==> src/rtl/noise_channel_sequencer_if.sv <==
// Register/strobe bus between the APU register file and the channel 4
// sequencer. It carries the write strobes and register values, the
// datapath wave bit, and the channel outputs for the mixer.
interface noise_channel_sequencer_if;
  logic [7:0] NR41;
  logic [7:0] NR42;
  logic [7:0] NR44;
  logic       nr41_write;
  logic       nr44_write;
  logic       wave;
  logic       channel_on;
  logic [3:0] volume;
  logic       lfsr_restart;
  logic [3:0] sample;

  // Register file / datapath side.
  modport master (
    output NR41, NR42, NR44, nr41_write, nr44_write, wave,
    input  channel_on, volume, lfsr_restart, sample
  );

  // Sequencer side.
  modport slave (
    input  NR41, NR42, NR44, nr41_write, nr44_write, wave,
    output channel_on, volume, lfsr_restart, sample
  );
endinterface

==> src/rtl/noise_channel_sequencer.sv <==
// Channel 4 (noise) control block. It contains the 512 Hz frame sequencer,
// the 6-bit length counter, the volume envelope, trigger handling, the LFSR
// restart pulse and the 4-bit mixer sample.
// Optional feature: define NOISE_SEQ_EXTRA_LEN_CLOCK_EN to enable the extra
// length clock. That clock fires when an NR44 write enables length while the
// current step is even.
module noise_channel_sequencer #(
  parameter int unsigned FRAME_DIV = 32768  // system_clock cycles per frame step (2..65535)
) (
  input  logic                        system_clock,
  input  logic                        reset,
  noise_channel_sequencer_if.slave    bus
);

  typedef enum logic [1:0] {
    ENV_IDLE = 2'd0,
    ENV_RUN  = 2'd1,
    ENV_DONE = 2'd2
  } env_state_t;

  localparam logic [15:0] DIV_LAST = 16'(FRAME_DIV - 1);

  logic [15:0] divider;
  logic [2:0]  step;
  logic [2:0]  step_next;
  logic        frame_tick;
  logic        length_tick;
  logic        envelope_tick;

  logic        trigger;
  logic        dac_on;
  logic        extra_clock;

  logic [6:0]  length_counter;
  logic [6:0]  length_next;
  logic [6:0]  length_dec;
  logic        length_zeroed;
  logic        len_en;

  env_state_t  env_state;
  env_state_t  env_state_next;
  logic [2:0]  env_timer;
  logic [2:0]  env_timer_next;
  logic [3:0]  volume_q;
  logic [3:0]  volume_next;

  logic        channel_on_q;

  // The tick fires in the cycle the divider wraps. Length and envelope
  // events depend on the step value that the tick leaves behind.
  assign frame_tick    = (divider == DIV_LAST);
  assign step_next     = step + 3'd1;
  assign length_tick   = frame_tick && !step_next[0];
  assign envelope_tick = frame_tick && (step_next == 3'd7);

  assign trigger    = bus.nr44_write && bus.NR44[7];
  assign dac_on     = |bus.NR42[7:3];
  assign length_dec = length_counter - 7'd1;

`ifdef NOISE_SEQ_EXTRA_LEN_CLOCK_EN
  // Enabling length during an even step would otherwise skip one clock, so
  // that clock is applied on the write edge itself.
  assign extra_clock = bus.nr44_write && bus.NR44[6] && !len_en && !step[0]
                       && (length_counter != 7'd0);
`else
  assign extra_clock = 1'b0;
`endif

  // Frame divider and the 8-step sequencer position.
  always_ff @(posedge system_clock or posedge reset) begin
    // NOTE: state is updated with non-blocking assignments so that every
    // register samples pre-edge values, whatever order the blocks run in.
    if (reset) begin
      divider <= '0;
      step    <= '0;
    end else if (frame_tick) begin
      divider <= '0;
      step    <= step_next;
    end else begin
      divider <= divider + 16'd1;
    end
  end

  // Length counter next value. The priority is: NR41 load, then the extra
  // clock, then the trigger reload, then the frame length tick.
  always_comb begin
    // NOTE: every output of this block gets a default first, so no path
    // leaves one unassigned and no latch is inferred.
    length_next   = length_counter;
    length_zeroed = 1'b0;
    if (bus.nr41_write) begin
      length_next = 7'd64 - {1'b0, bus.NR41[5:0]};
    end else if (extra_clock) begin
      length_next = length_dec;
      if (length_dec == 7'd0) begin
        if (trigger) length_next = 7'd64;
        else         length_zeroed = 1'b1;
      end
    end else if (trigger) begin
      if (length_counter == 7'd0) length_next = 7'd64;
    end else if (length_tick && len_en && (length_counter != 7'd0)) begin
      length_next   = length_dec;
      length_zeroed = (length_dec == 7'd0);
    end
  end

  // Length counter and length enable registers.
  always_ff @(posedge system_clock or posedge reset) begin
    if (reset) begin
      length_counter <= '0;
      len_en         <= 1'b0;
    end else begin
      length_counter <= length_next;
      if (bus.nr44_write) len_en <= bus.NR44[6];
    end
  end

  // Channel enable. A DAC that is off always wins; otherwise a trigger
  // turns the channel on, and length expiry turns it off.
  always_ff @(posedge system_clock or posedge reset) begin
    if (reset)              channel_on_q <= 1'b0;
    else if (!dac_on)       channel_on_q <= 1'b0;
    else if (trigger)       channel_on_q <= 1'b1;
    else if (length_zeroed) channel_on_q <= 1'b0;
  end

  // Envelope FSM state register, together with the volume and timer.
  always_ff @(posedge system_clock or posedge reset) begin
    if (reset) begin
      env_state <= ENV_IDLE;
      env_timer <= '0;
      volume_q  <= '0;
    end else begin
      env_state <= env_state_next;
      env_timer <= env_timer_next;
      volume_q  <= volume_next;
    end
  end

  // Envelope next state. A trigger reload beats a same-cycle envelope tick.
  // NR42 is read live both on trigger and on each period reload.
  always_comb begin
    env_state_next = env_state;
    env_timer_next = env_timer;
    volume_next    = volume_q;
    if (trigger) begin
      volume_next    = bus.NR42[7:4];
      env_timer_next = bus.NR42[2:0];
      env_state_next = (bus.NR42[2:0] != 3'd0) ? ENV_RUN : ENV_IDLE;
    end else if (envelope_tick) begin
      unique case (env_state)
        ENV_RUN: begin
          if (env_timer > 3'd1) begin
            env_timer_next = env_timer - 3'd1;
          end else begin
            env_timer_next = bus.NR42[2:0];
            if (bus.NR42[3]) begin
              if (volume_q != 4'd15) volume_next = volume_q + 4'd1;
              if (volume_q >= 4'd14) env_state_next = ENV_DONE;
            end else begin
              if (volume_q != 4'd0) volume_next = volume_q - 4'd1;
              if (volume_q <= 4'd1) env_state_next = ENV_DONE;
            end
          end
        end
        default: begin
          // ENV_IDLE and ENV_DONE hold the volume until the next trigger.
        end
      endcase
    end
  end

  // LFSR restart pulse, and the registered mixer sample.
  always_ff @(posedge system_clock or posedge reset) begin
    if (reset) begin
      bus.lfsr_restart <= 1'b0;
      bus.sample       <= '0;
    end else begin
      bus.lfsr_restart <= trigger;
      bus.sample       <= (channel_on_q && bus.wave) ? volume_q : 4'd0;
    end
  end

  assign bus.channel_on = channel_on_q;
  assign bus.volume     = volume_q;

endmodule

==> src/flat_wrapper.sv <==
// flat-port wrapper written by rule: the top's interface ports become plain ports
module noise_channel_sequencer_flat 
#(
  parameter int unsigned FRAME_DIV = 32768                                                  
)
  (system_clock, reset, bus_NR41, bus_NR42, bus_NR44, bus_nr41_write, bus_nr44_write, bus_wave, bus_channel_on, bus_volume, bus_lfsr_restart, bus_sample);
  noise_channel_sequencer_if bus_i ();
  input  logic system_clock;
  input  logic reset;
  input wire logic [$bits(bus_i.NR41)-1:0] bus_NR41;
  input wire logic [$bits(bus_i.NR42)-1:0] bus_NR42;
  input wire logic [$bits(bus_i.NR44)-1:0] bus_NR44;
  input wire logic [$bits(bus_i.nr41_write)-1:0] bus_nr41_write;
  input wire logic [$bits(bus_i.nr44_write)-1:0] bus_nr44_write;
  input wire logic [$bits(bus_i.wave)-1:0] bus_wave;
  output wire logic [$bits(bus_i.channel_on)-1:0] bus_channel_on;
  output wire logic [$bits(bus_i.volume)-1:0] bus_volume;
  output wire logic [$bits(bus_i.lfsr_restart)-1:0] bus_lfsr_restart;
  output wire logic [$bits(bus_i.sample)-1:0] bus_sample;
  assign bus_i.NR41 = bus_NR41;
  assign bus_i.NR42 = bus_NR42;
  assign bus_i.NR44 = bus_NR44;
  assign bus_i.nr41_write = bus_nr41_write;
  assign bus_i.nr44_write = bus_nr44_write;
  assign bus_i.wave = bus_wave;
  assign bus_channel_on = bus_i.channel_on;
  assign bus_volume = bus_i.volume;
  assign bus_lfsr_restart = bus_i.lfsr_restart;
  assign bus_sample = bus_i.sample;
  noise_channel_sequencer #(.FRAME_DIV(FRAME_DIV)) u_core (.system_clock(system_clock), .reset(reset), .bus(bus_i));
endmodule
==> config.mk <==
export PLATFORM = sky130hd
export DESIGN_NAME = noise_channel_sequencer_flat
export DESIGN_NICKNAME = d
export VERILOG_FILES = /design/src/rtl/noise_channel_sequencer_if.sv /design/src/rtl/noise_channel_sequencer.sv /design/src/flat_wrapper.sv
export SDC_FILE = /design/constraint.sdc
export NUM_CORES = 1
export LEC_CHECK = 0
export BUFFER_PORTS_ARGS = -buffer_cell sky130_fd_sc_hd__buf_2
export CAP_MARGIN = 15
export CORE_UTILIZATION = 25
export CTS_CLUSTER_DIAMETER = 200
export DETAILED_ROUTE_END_ITERATION = 10
export PLACE_DENSITY = 0.39
export SYNTH_ARGS = -nofsm -noshare
export SYNTH_HDL_FRONTEND = slang
export SYNTH_SLANG_ARGS = --single-unit
==> constraint.sdc <==
create_clock -name system_clock -period 2.66 [get_ports system_clock]
set_clock_uncertainty 0.05 [all_clocks]
set_input_delay 0 -clock system_clock [delete_from_list [all_inputs] [get_ports system_clock]]
set_output_delay 0 -clock system_clock [all_outputs]
set_load 0.02 [all_outputs]
Word-level counts from Yosys, hierarchy flattened --
Cells that the tools add are included.
Operators by class: add/sub/neg operators 7, $lt $le $gt $ge 3, equality and inequality tests 9, multiplexer cells 31, reduce and logical (&&, ||, !) cells 22
Operators by type and width (count):
- $mux W4 | 8
- $mux W7 | 4
- $add A16 B1 Y16 const B | 1
- $eq A16 B15 Y1 const B | 1
- $mux W16 | 1
- $logic_not A7 Y1 | 2
- $mux W2 | 7
- $mux W3 | 4
- $reduce_bool A3 Y1 | 4
- $reduce_and A5 Y1 | 2
- $mux W1 | 7
- $reduce_bool A7 Y1 | 1
- $sub A7 B1 Y7 const B | 1
- $sub A7 B6 Y7 const A | 1
- $logic_and A1 B1 Y1 | 6
- $ne A3 B1 Y1 const B | 2
- $reduce_or A5 Y1 | 1
- $add A4 B1 Y4 const B | 1
- $ge A4 B4 Y1 const B | 1
- $le A4 B1 Y1 const B | 1
- $ne A4 B4 Y1 const B | 1
- $reduce_and A2 Y1 | 2
- $reduce_bool A2 Y1 | 2
- $reduce_bool A4 Y1 | 1
- 10 further kinds | 10
Storage, ports and cells: register bits after elaboration 42, bits of input ports 29, output and inout port bits 10, word-level logic and storage cells 82

Logic depth before layout (Yosys ltp) --
Gate-level depths: netlist of run 1.
word-level depth 11, depth in mapped cells 7, gate-level depth less buffers 7

Worst setup path after synthesis of run 1 --
OpenSTA, ideal clock, no wires.
path type reg-to-reg, start reg u_core.volume_q[0], in the netlist u_core.bus.volume[0], end reg u_core.volume_q[2], in the netlist u_core.bus.volume[2], setup time 87 ps, data arrival time 1849 ps, data required time 2523 ps, setup slack 675 ps, stages on the path, launching flop included 8, buffers on the path 0, period minus slack after synthesis 1985 ps, cell sequence dfrtp_1 > inv_1 > ha_1 > nor4b_1 > a31oi_1 > o21ai_2 > or4_1 > o211ai_1
Between the ends: longest elaborated chain between the ends 7, elaborated cells on any way between the ends 14, those cells by class 2 x add/sub; 2 x eq/ne; 7 x mux; 3 x reduce/logical
RTL lines:
- from (decl) | line noise_channel_sequencer.sv:44 | logic [3:0] volume_q;
- from (signal assigned) | line noise_channel_sequencer.sv:136 | volume_q <= volume_next;
- $sub A4 B1 Y4 / $add A4 B1 Y4 (equally long branches) | line noise_channel_sequencer.sv:161, noise_channel_sequencer.sv:158
- $mux W4 (on tied branches) | line noise_channel_sequencer.sv:161, noise_channel_sequencer.sv:158
- $mux W4 | line noise_channel_sequencer.sv:157 | if (bus.NR42[3]) begin
- $mux W4 | line noise_channel_sequencer.sv:153 | if (env_timer > 3'd1) begin
- $mux W4 | line noise_channel_sequencer.sv:151 | unique case (env_state)
- $mux W4 | line noise_channel_sequencer.sv:150 | end else if (envelope_tick) begin
- $mux W4 | line noise_channel_sequencer.sv:146 | if (trigger) begin
Several ways; a longest one is shown, not always the timed one. The select of a mux whose other input is x is not followed. A chain may end at the register's enable or synchronous reset.

Worst setup path in the final report of run 1 --
start in bus_NR41[0], end reg u_core.length_counter[6]
Between the ends: longest elaborated chain between the ends 2
RTL lines:
- from (decl) | line flat_wrapper.sv:10 | input wire logic [$bits(bus_i.NR41)-1:0] bus_NR41;
- $sub A7 B6 Y7 | line noise_channel_sequencer.sv:92 | length_next = 7'd64 - {1'b0, bus.NR41[5:0]};
- $mux W7 | line noise_channel_sequencer.sv:91 | if (bus.nr41_write) begin
- to (signal assigned) | line noise_channel_sequencer.sv:113 | length_counter <= length_next;
- to (decl) | line noise_channel_sequencer.sv:34 | logic [6:0] length_counter;
No other way between the ends.

==> impl_metrics.tcl, run 1 <==
set metrics [dict create \
    antenna_found_initial 0 \
    endpoint_kind "register" \
    async_reset_ff_share_pct 100.0 \
    synth-simple-area-share_pct 25.33 \
    synth_cell_type_count 57 \
    diodes 0 \
    place_area_um2 2779 \
    clock_path_buffers 2 \
    port-buffer-count 30 \
    worst_pin_slew_ns 0.5821 \
    synth.mux.area_fraction_pct 1.314 \
    cts_setup_buffers 0 \
    pwr_density_cell_nw_per_um2 646.1 \
    syn_area_per_cell_um2 9.821 \
    overflow 0 \
    die-area_um2 10300 \
    synthTopCellsByArea "dfrtp_1 42%, ha_1 6.1%, xnor2_1 4.6%" \
    synth_top_area_share_pct 42.47 \
    dr.pass1.iters 4 \
    synth_xor_xnor_area_share_pct 7.786 \
    setup_viol_count_final 0 \
    cp_max_fo 3 \
    cts_buffers 5 \
    grt_usage_pct 12.12 \
    ioPinCount 39 \
    clock.fmax_ghz 0.4623 \
    path_buf_inv 4 \
    hold_viol 0 \
    synth_edf_count 0 \
    rows 35 \
    critPathLaunchType "primary input" \
    fin_area_um2 3008 \
    clk_pin_slew_worst_paths_ns 0.09 \
    syn2layout_area_growth_pct 21.54 \
    hold_class "primary input to register" \
    routed_wirelength_um 5734 \
    cp.required_ns 2.84 \
    ir_drop_v 0.0002183 \
    critical-path-slowest-cell "dlygate4sd3_1" \
    crit_top_cell "dlygate4sd3_1" \
    die_w_um 101.5 \
    drv_slew 0 \
    grt_max_degree 32 \
    clk_latency_ns 0.30 \
    path_cells "dlygate4sd3_1 -> buf_2 -> inv_1 -> ha_1 -> nor3b_1 -> or3b_2 -> dlygate4sd3_1 -> a21oi_1" \
    syn_area_um2 2475 \
    synth.largest_area_cell "dfrtp_1" \
    h-tree-depth 2 \
    critPathTopFamily "buffers and inverters" \
    cts_num_sinks 42 \
    gp_congestion 0.7524 \
    drcViolationCount 0 \
    ant_nets 0 \
    yosysSeqAreaShare_pct 42.47 \
    ys_warn_count 0 \
    syn_nets 293 \
    drive_gt1_share_pct 19.27 \
    dp_hpwl_um 4197 \
    status "complete, no violations" \
    synth_top_family_by_area "simple AND/OR/NAND/NOR gates" \
    grt_pass1_wl_um 9632 \
    drt-initial-drc-count 50 \
    synth_fa_ha_area_share_pct 6.067 \
    ys.flop_type "dfrtp_1" \
    p_total_uw 1944 \
    netlist_instances 252 \
    critical_path_class "primary input to register" \
    p_leak_uw 0.001313 \
    period_needed_ns 2.163 \
    synth.most_common_cell "dfrtp_1" \
    cts-resized-gates 0 \
    synth_compound_area_share_pct 12.64 \
    vias 1997 \
    maxSlewHeadroom_pct 60.84 \
    final_cells 430 \
    worstPathArrival_ns 2.35 \
    synth_seq_cells 42 \
    setup_tns_ns 0 \
    coreArea_um2 9415 \
    fin_crit_sh_pct 81.33 \
    grt_pass1_vias 1985 \
    cts_tree "built" \
    die_y_um 101.5 \
    nets 341 \
    max_cap_viol_count 0 \
    grt_setup_unrepaired "false" \
    synthTopCellsByCount "42 x dfrtp_1, 22 x nor2_1, 16 x nand2_1" \
    slowest_delay_ns 0.57 \
    root_buffer "clkbuf_8" \
    wl_per_cell_um 13.33 \
    start_util_pct 26.29 \
    dp.cells 410 \
    viasPerCell 4.644 \
]
==> cell type report <==
| cell class | instances | area [µm²] |
|---|---|---|
| multi-input cells | 188 | 1315 |
| well taps | 129 | 161.4 |
| clock inverters | 3 | 40.04 |
| clock buffers | 5 | 68.82 |
| repair buffers | 48 | 315.3 |
| flip-flops and latches | 42 | 1051 |
| fillers | 982 | 6407 |
| inverters | 15 | 56.30 |
==> worst register-to-register path: stages (launching register included) <==
cell,delay (ns)
dfrtp_1,0.47
or3_1,0.44
nand2b_1,0.20
o31ai_2,0.37
nor2_2,0.17
a221o_1,0.32
==> cells in the final DEF (no fill, tap or decap), drive strengths merged, types with 9 or more instances in the layout <==
cell,synthesis,layout
dfrtp,42,42
inv,15,14
a21oi,11,11
nor2,23,23
xnor2,13,13
nand2,16,16
nand3,15,15
ha,12,12
buf,4,36
xor2,9,9
dlygate4sd3,0,12
==> state kept, by name, summed over array words and instances (netlist names) <==
name,cells
u_core.bus.channel_on,1
u_core.bus.lfsr_restart,1
u_core.bus.sample,4
u_core.bus.volume,4
u_core.divider,16
u_core.env_state,2
u_core.env_timer,3
u_core.len_en,1
u_core.length_counter,7
u_core.step,3
==> power breakdown <==
group | switching (µW) | internal (µW) | leakage, µW | total [µW]
sequential | 90.6 | 728 | 0.000529 | 818
clock | 241 | 277 | 0.0000579 | 518
combinational | 348 | 260 | 0.000726 | 608
total | 679 | 1260 | 0.00131 | 1940
==> layer usage <==
layer	vias to the layer above	GRT usage [%]	routed length [µm]
met4	0	4.348	79
met2	44	19.26	2585
met3	8	2.346	196
met1	934	16.39	2873
met5	-	0	0
li1	1011	-	-
==> kinds of logic (layout without fill, tap and decap cells) <==
| family | Yosys count | after routing |
|---|---|---|
| and+or+nand+nor | 106 | 106 |
| AOI/OAI and AO/OA | 45 | 45 |
| DFF | 42 | 42 |
| xor gates and xnor gates | 22 | 22 |
| buffers and inverters | 22 | 71 |
| adders and majority gates | 12 | 12 |
| muxes | 3 | 3 |
==> worst paths after layout <==
path | from | to | slack (ns) | cells after the start
min in group asynchronous | reset | u_core.bus.sample[3]$_DFF_PP0_ | 0.14 | 3
worst min-delay path | bus_nr41_write | u_core.length_counter[6]$_DFFE_PP0P_ | 0.02 | 2
max in group asynchronous | reset | u_core.divider[7]$_DFF_PP0_ | 1.68 | 4
worst min register to register | u_core.divider[0]$_DFF_PP0_ | u_core.divider[0]$_DFF_PP0_ | 0.43 | 1
worst max-delay path | bus_NR41[0] | u_core.length_counter[6]$_DFFE_PP0P_ | 0.50 | 8
worst max register to register | u_core.length_counter[3]$_DFFE_PP0P_ | u_core.length_counter[0]$_DFFE_PP0P_ | 0.53 | 5
==> what timing repair did <==
action,CTS,global route
hold buffers,12,0
setup endpoints to repair,0,0
hold endpoints to repair,24,0
==> stage by stage <==
stage / hold WS [ns] / setup slack (ns) / utilization, %
floorplan: 0.06569 / 0.6749 / -
global placement: -0.07770 / 0.5426 / 29.52
detailed placement: -0.07660 / 0.5270 / 29.52
CTS: 0.01083 / 0.4907 / 31.95
global route: 0.04215 / 0.3248 / 31.95
finish: 0.01936 / 0.4967 / 31.95
No activity file was read; power rests on OpenSTA's default activity.
==> run 2, diff against run 1 <==
Settings changed: PLACE_DENSITY 0.39 to 0.4.
Clock period 2.66 ns to 1.99 ns, I/O delays scaled along.
==> run 2 against run 1 <==
Clock power is 33% higher. Non-clock buffer count grew 28. Critical path depth down 2. Global-route usage up 0.63 points. Sequential power is 34% higher. Cell area up 8.9%. Worst hold slack improved by 0.040 ns. Core utilization grew 2.9 points. Highest routed layer unchanged.
==> impl_metrics.tcl, run 2 (synthesis results as in run 1) <==
set metrics [dict create \
    largest_reg_flops 16 \
    finalWorstSetupSlack_ns 0.05217 \
    antenna_found_initial 0 \
    dr.pass1.iters 4 \
    gp_congestion 0.7559 \
    dp.cells 436 \
    clock.fmax_ghz 0.5160 \
    utilization_pct 34.80 \
    n_fill_cell 962 \
    start_util_pct 26.29 \
    viasPerCell 4.622 \
    critPathLaunchType "register" \
    reg_top3 "u_core.divider: 16 flops, u_core.length_counter: 7 flops" \
    worstPathArrival_ns 2.08 \
    ant_nets 0 \
    rows 35 \
    dp_hpwl_um 4320 \
    drt-initial-drc-count 93 \
    h-tree-depth 2 \
    clk_latency_ns 0.29 \
    final_cell_mix "42 x dfrtp_1, 33 x buf_4, 30 x buf_2" \
    maxSlewHeadroom_pct 63.29 \
    grt_max_degree 43 \
    cp.required_ns 2.13 \
    drcViolationCount 0 \
    port-buffer-count 30 \
    setup_viol_count_final 0 \
    overflow 0 \
    hold_viol 0 \
    diodes 0 \
    final_cells 458 \
    pwr_density_cell_nw_per_um2 830.3 \
    die-area_um2 10300 \
    die_w_um 101.5 \
    vias 2117 \
    top_register "u_core.divider" \
    cts_buffers 5 \
    grt_setup_unrepaired "true" \
    grt_pass1_vias 2143 \
    dp_slack_ns 0.02358 \
    drv_slew 0 \
    dr_wl_met3_um 158 \
    clock_path_buffers 2 \
    fin_crit_sh_pct 97.38 \
    routed_wirelength_um 5948 \
    clk_pin_slew_worst_paths_ns 0.09 \
    grt_usage_pct 12.75 \
    critical_path_class "register to register" \
    ir_drop_v 0.0003838 \
    grt_pass1_wl_um 10220 \
    cts_tree "built" \
    coreArea_um2 9415 \
    dr.max_layer_used "met4" \
    final_common_cell "dfrtp_1" \
    setup_tns_ns 0 \
    status "complete, no violations" \
    worst_pin_slew_ns 0.5507 \
    root_buffer "clkbuf_8" \
    cp_max_fo 6 \
    wl_met2_um 2644 \
    hold_class "primary input to register" \
    syn2layout_area_growth_pct 32.41 \
    cts_num_sinks 42 \
    die_y_um 101.5 \
    drive_gt1_share_pct 28.27 \
    endpoint_kind "register" \
    max_cap_viol_count 0 \
    ioPinCount 39 \
    met1_length_um 3098 \
    wl_per_cell_um 12.99 \
    period_needed_ns 1.938 \
    p_leak_uw 0.001460 \
    nets 369 \
]
-- run 2: timing repair --
item                                   in CTS  in global routing
endpoints found under the hold margin      55                  0
gates resized for setup                     0                 11
setup endpoints to repair                   0                 10
hold buffers                               13                  0
setup buffers                               0                  1
-- run 2: critical path: stages (launching register included) --
cell      delay, ns
dfrtp_1        0.39
or3_1          0.41
nand2b_1       0.19
buf_4          0.16
o31ai_4        0.22
nor2_4         0.11
a221o_1        0.30
-- run 2: cell type report --
cell class                 count  area, µm²  share of cell area [%]
clock buffer                   5      68.82                   2.100
clock inverter                 3      40.04                   1.222
inverter                      15      56.30                   1.718
multi-input combinational    188       1371                   41.85
sequential                    42       1051                   32.07
tap                          129      161.4                   4.926
timing repair buffer          76      528.0                   16.11
-- run 2: worst paths after layout --
kind                       slack, ns                                   end                            startpoint  depth (start not counted)
setup / recovery                0.05  u_core.length_counter[0]$_DFFE_PP0P_  u_core.length_counter[3]$_DFFE_PP0P_                          6
hold / removal                  0.06  u_core.length_counter[6]$_DFFE_PP0P_                        bus_nr41_write                          2
setup reg to reg                0.05  u_core.length_counter[0]$_DFFE_PP0P_  u_core.length_counter[3]$_DFFE_PP0P_                          6
hold reg to reg                 0.44           u_core.divider[8]$_DFF_PP0_           u_core.divider[8]$_DFF_PP0_                          1
max in group asynchronous       1.17           u_core.divider[0]$_DFF_PP0_                                 reset                          4
min in group asynchronous       0.34     u_core.bus.lfsr_restart$_DFF_PP0_                                 reset                          4
-- run 2: stage by stage --
step           hold WS, ns  cell area (µm²)  total power (µW)
3_5_place_dp        0.1258             2974              2008
3_3_place_gp        0.1320             2974              2011
6_report           0.05901             3277              2721
5_1_grt            0.07570             3277              2910
4_1_cts            0.04599             3213              2736
2_1_floorplan      0.06569             2475              1653
-- run 2: routing by layer --
metal | GRT usage, % | vias up
li1 | - | 1063
met1 | 17.06 | 1021
met2 | 21.14 | 31
met3 | 2.346 | 2
met4 | 3.344 | 0
met5 | 0 | -
-- run 2: power breakdown --
part / internal (µW) / leakage, µW / total (µW) / switching [µW]
Combinational: 445 / 0.000873 / 930 / 485
Clock: 370 / 0.0000579 / 687 / 317
Sequential: 973 / 0.000529 / 1100 / 131
==> run 3, diff against run 2 <==
Settings changed: CAP_MARGIN 15 to 30, PLACE_DENSITY 0.4 to unset.
==> run 3 against run 2 <==
Combinational power decreased by 4.1%. Power down 7.3%. Largest power group unchanged. Largest cell class unchanged. Flip-flop and latch count is the same. Sequential power about the same. Cell area shrank 2.6%. First-iteration DRC count decreased by 12%. Via count down 1.1%. Critical path type unchanged.
==> impl_metrics.tcl, run 3 (synthesis results as in run 1) <==
set metrics [dict create \
    status "complete, no violations" \
    cp_max_fo 3 \
    critical_path_class "register to register" \
    ant_nets 0 \
    drv_slew 0 \
    port-buffer-count 30 \
    routed_wirelength_um 5565 \
    syn2layout_area_growth_pct 28.97 \
    setup_tns_ns 0 \
    overflow 0 \
    cts_tree "built" \
    ioPinCount 39 \
    reg_top3 "u_core.divider: 16 flops, u_core.length_counter: 7 flops" \
    dp_slack_ns 0.02182 \
    grt_pass1_wl_um 9397 \
    worst_pin_slew_ns 0.5343 \
    hold_viol 0 \
    max_cap_viol_count 0 \
    grt_usage_pct 11.74 \
    seq_area_um2 1052 \
    drcViolationCount 0 \
    finalWorstSetupSlack_ns 0.02951 \
    cp.required_ns 2.11 \
    period_needed_ns 1.960 \
    pwr_density_cell_nw_per_um2 789.9 \
    rows 35 \
    wl_per_cell_um 12.28 \
    r2r_slack_ns 0.03 \
    viasPerCell 4.620 \
    nets 364 \
    grt_setup_unrepaired "true" \
    die_w_um 101.5 \
    die_y_um 101.5 \
    clk_latency_ns 0.29 \
    vias 2093 \
    crit_path_end "u_core.length_counter[6]$_DFFE_PP0P_" \
    drt-initial-drc-count 82 \
    drive_gt1_share_pct 27.16 \
    die-area_um2 10300 \
    grt_max_degree 43 \
    maxSlewHeadroom_pct 64.38 \
    cts_num_sinks 42 \
    start_util_pct 26.29 \
    cts_buffers 5 \
    dp.cells 431 \
    critPathLaunchType "register" \
    ir_drop_v 0.0003086 \
    n_fill_cell 973 \
    hold_class "primary input to register" \
    p_leak_uw 0.001421 \
    dp_hpwl_um 4058 \
    clk_pin_slew_worst_paths_ns 0.08 \
    largest_reg_flops 16 \
    worstPathArrival_ns 2.08 \
    final_cell_mix "41 x dfrtp_1, 30 x buf_2, 29 x buf_4" \
    fin_crit_sh_pct 98.52 \
    final_cells 453 \
    clock_path_buffers 2 \
    grt_pass1_vias 2050 \
    h-tree-depth 2 \
    reg2regPathDepth 5 \
    multiInputGateArea_um2 1348 \
    antenna_found_initial 0 \
    top_register "u_core.divider" \
    holdWs_ns 0.06535 \
    cp-startpoint "u_core.length_counter[3]$_DFFE_PP0P_" \
    clock.fmax_ghz 0.5101 \
    r2r_end "u_core.length_counter[6]$_DFFE_PP0P_" \
    final_common_cell "dfrtp_1" \
    coreArea_um2 9415 \
    setup_viol_count_final 0 \
    gp_congestion 0.7818 \
    endpoint_kind "register" \
    r2r-start "u_core.length_counter[3]$_DFFE_PP0P_" \
    root_buffer "clkbuf_8" \
    dr.pass1.iters 4 \
    diodes 0 \
]
## run 3: critical path: stages, from the launching register on
cell	delay (ns)
dfrtp_1	0.37
or3_1	0.44
nand2b_1	0.19
or4_1	0.49
a211oi_2	0.23
a21oi_1	0.06
## run 3: worst min-delay path by stage
stage	from	endpoint	slack, ns	depth (start not counted)
2_1_floorplan	bus_NR42[7]	u_core.bus.volume[3]$_DFFE_PP0P_	0.07	2
3_3_place_gp	reset	u_core.bus.sample[2]$_DFF_PP0_	0.12	3
3_5_place_dp	reset	u_core.length_counter[5]$_DFFE_PP0P_	0.12	3
4_1_cts	bus_nr41_write	u_core.length_counter[6]$_DFFE_PP0P_	0.04	2
5_1_grt	bus_nr41_write	u_core.length_counter[6]$_DFFE_PP0P_	0.06	2
6_report	bus_nr41_write	u_core.length_counter[6]$_DFFE_PP0P_	0.07	2
## run 3: routing by layer
layer / GRT usage, % / share of wire [%] / vias to the layer above
met1: 14.26 / 47 / 999
met4: 3.456 / 1.1 / 0
met3: 3.175 / 3.0 / 6
met2: 20.30 / 49 / 32
li1: - / - / 1056
met5: 0 / 0 / -
## run 3: where the power goes
group          internal, µW  total [µW]  switching [µW]
registers               975        1090             113
clock network           248         541             293
logic                   411         892             480
## run 3: area by class of cell
class / instances / area share (%)
Multi-Input combinational cell: 188 / 42.22
Sequential cell: 42 / 32.97
Timing Repair Buffer: 71 / 15.29
Tap cell: 129 / 5.057
Clock buffer: 6 / 2.274
Inverter: 15 / 1.764
Clock inverter: 2 / 0.4312
## run 3: stage by stage
step	instance area, µm²	power, µW	util (%)
2_1_floorplan	2475	1653	-
3_3_place_gp	2937	1952	31.19
3_5_place_dp	2937	1972	31.19
4_1_cts	3144	2550	33.40
5_1_grt	3192	2716	33.90
6_report	3192	2521	33.90
## run 3: what timing repair did
action                                  CTS  global route
buffers inserted                          0             2
gates resized for setup                   1             8
hold endpoints to repair                 55             0
pin swaps                                 0             1
endpoints found under the setup margin    1             9
hold buffers                             12             0
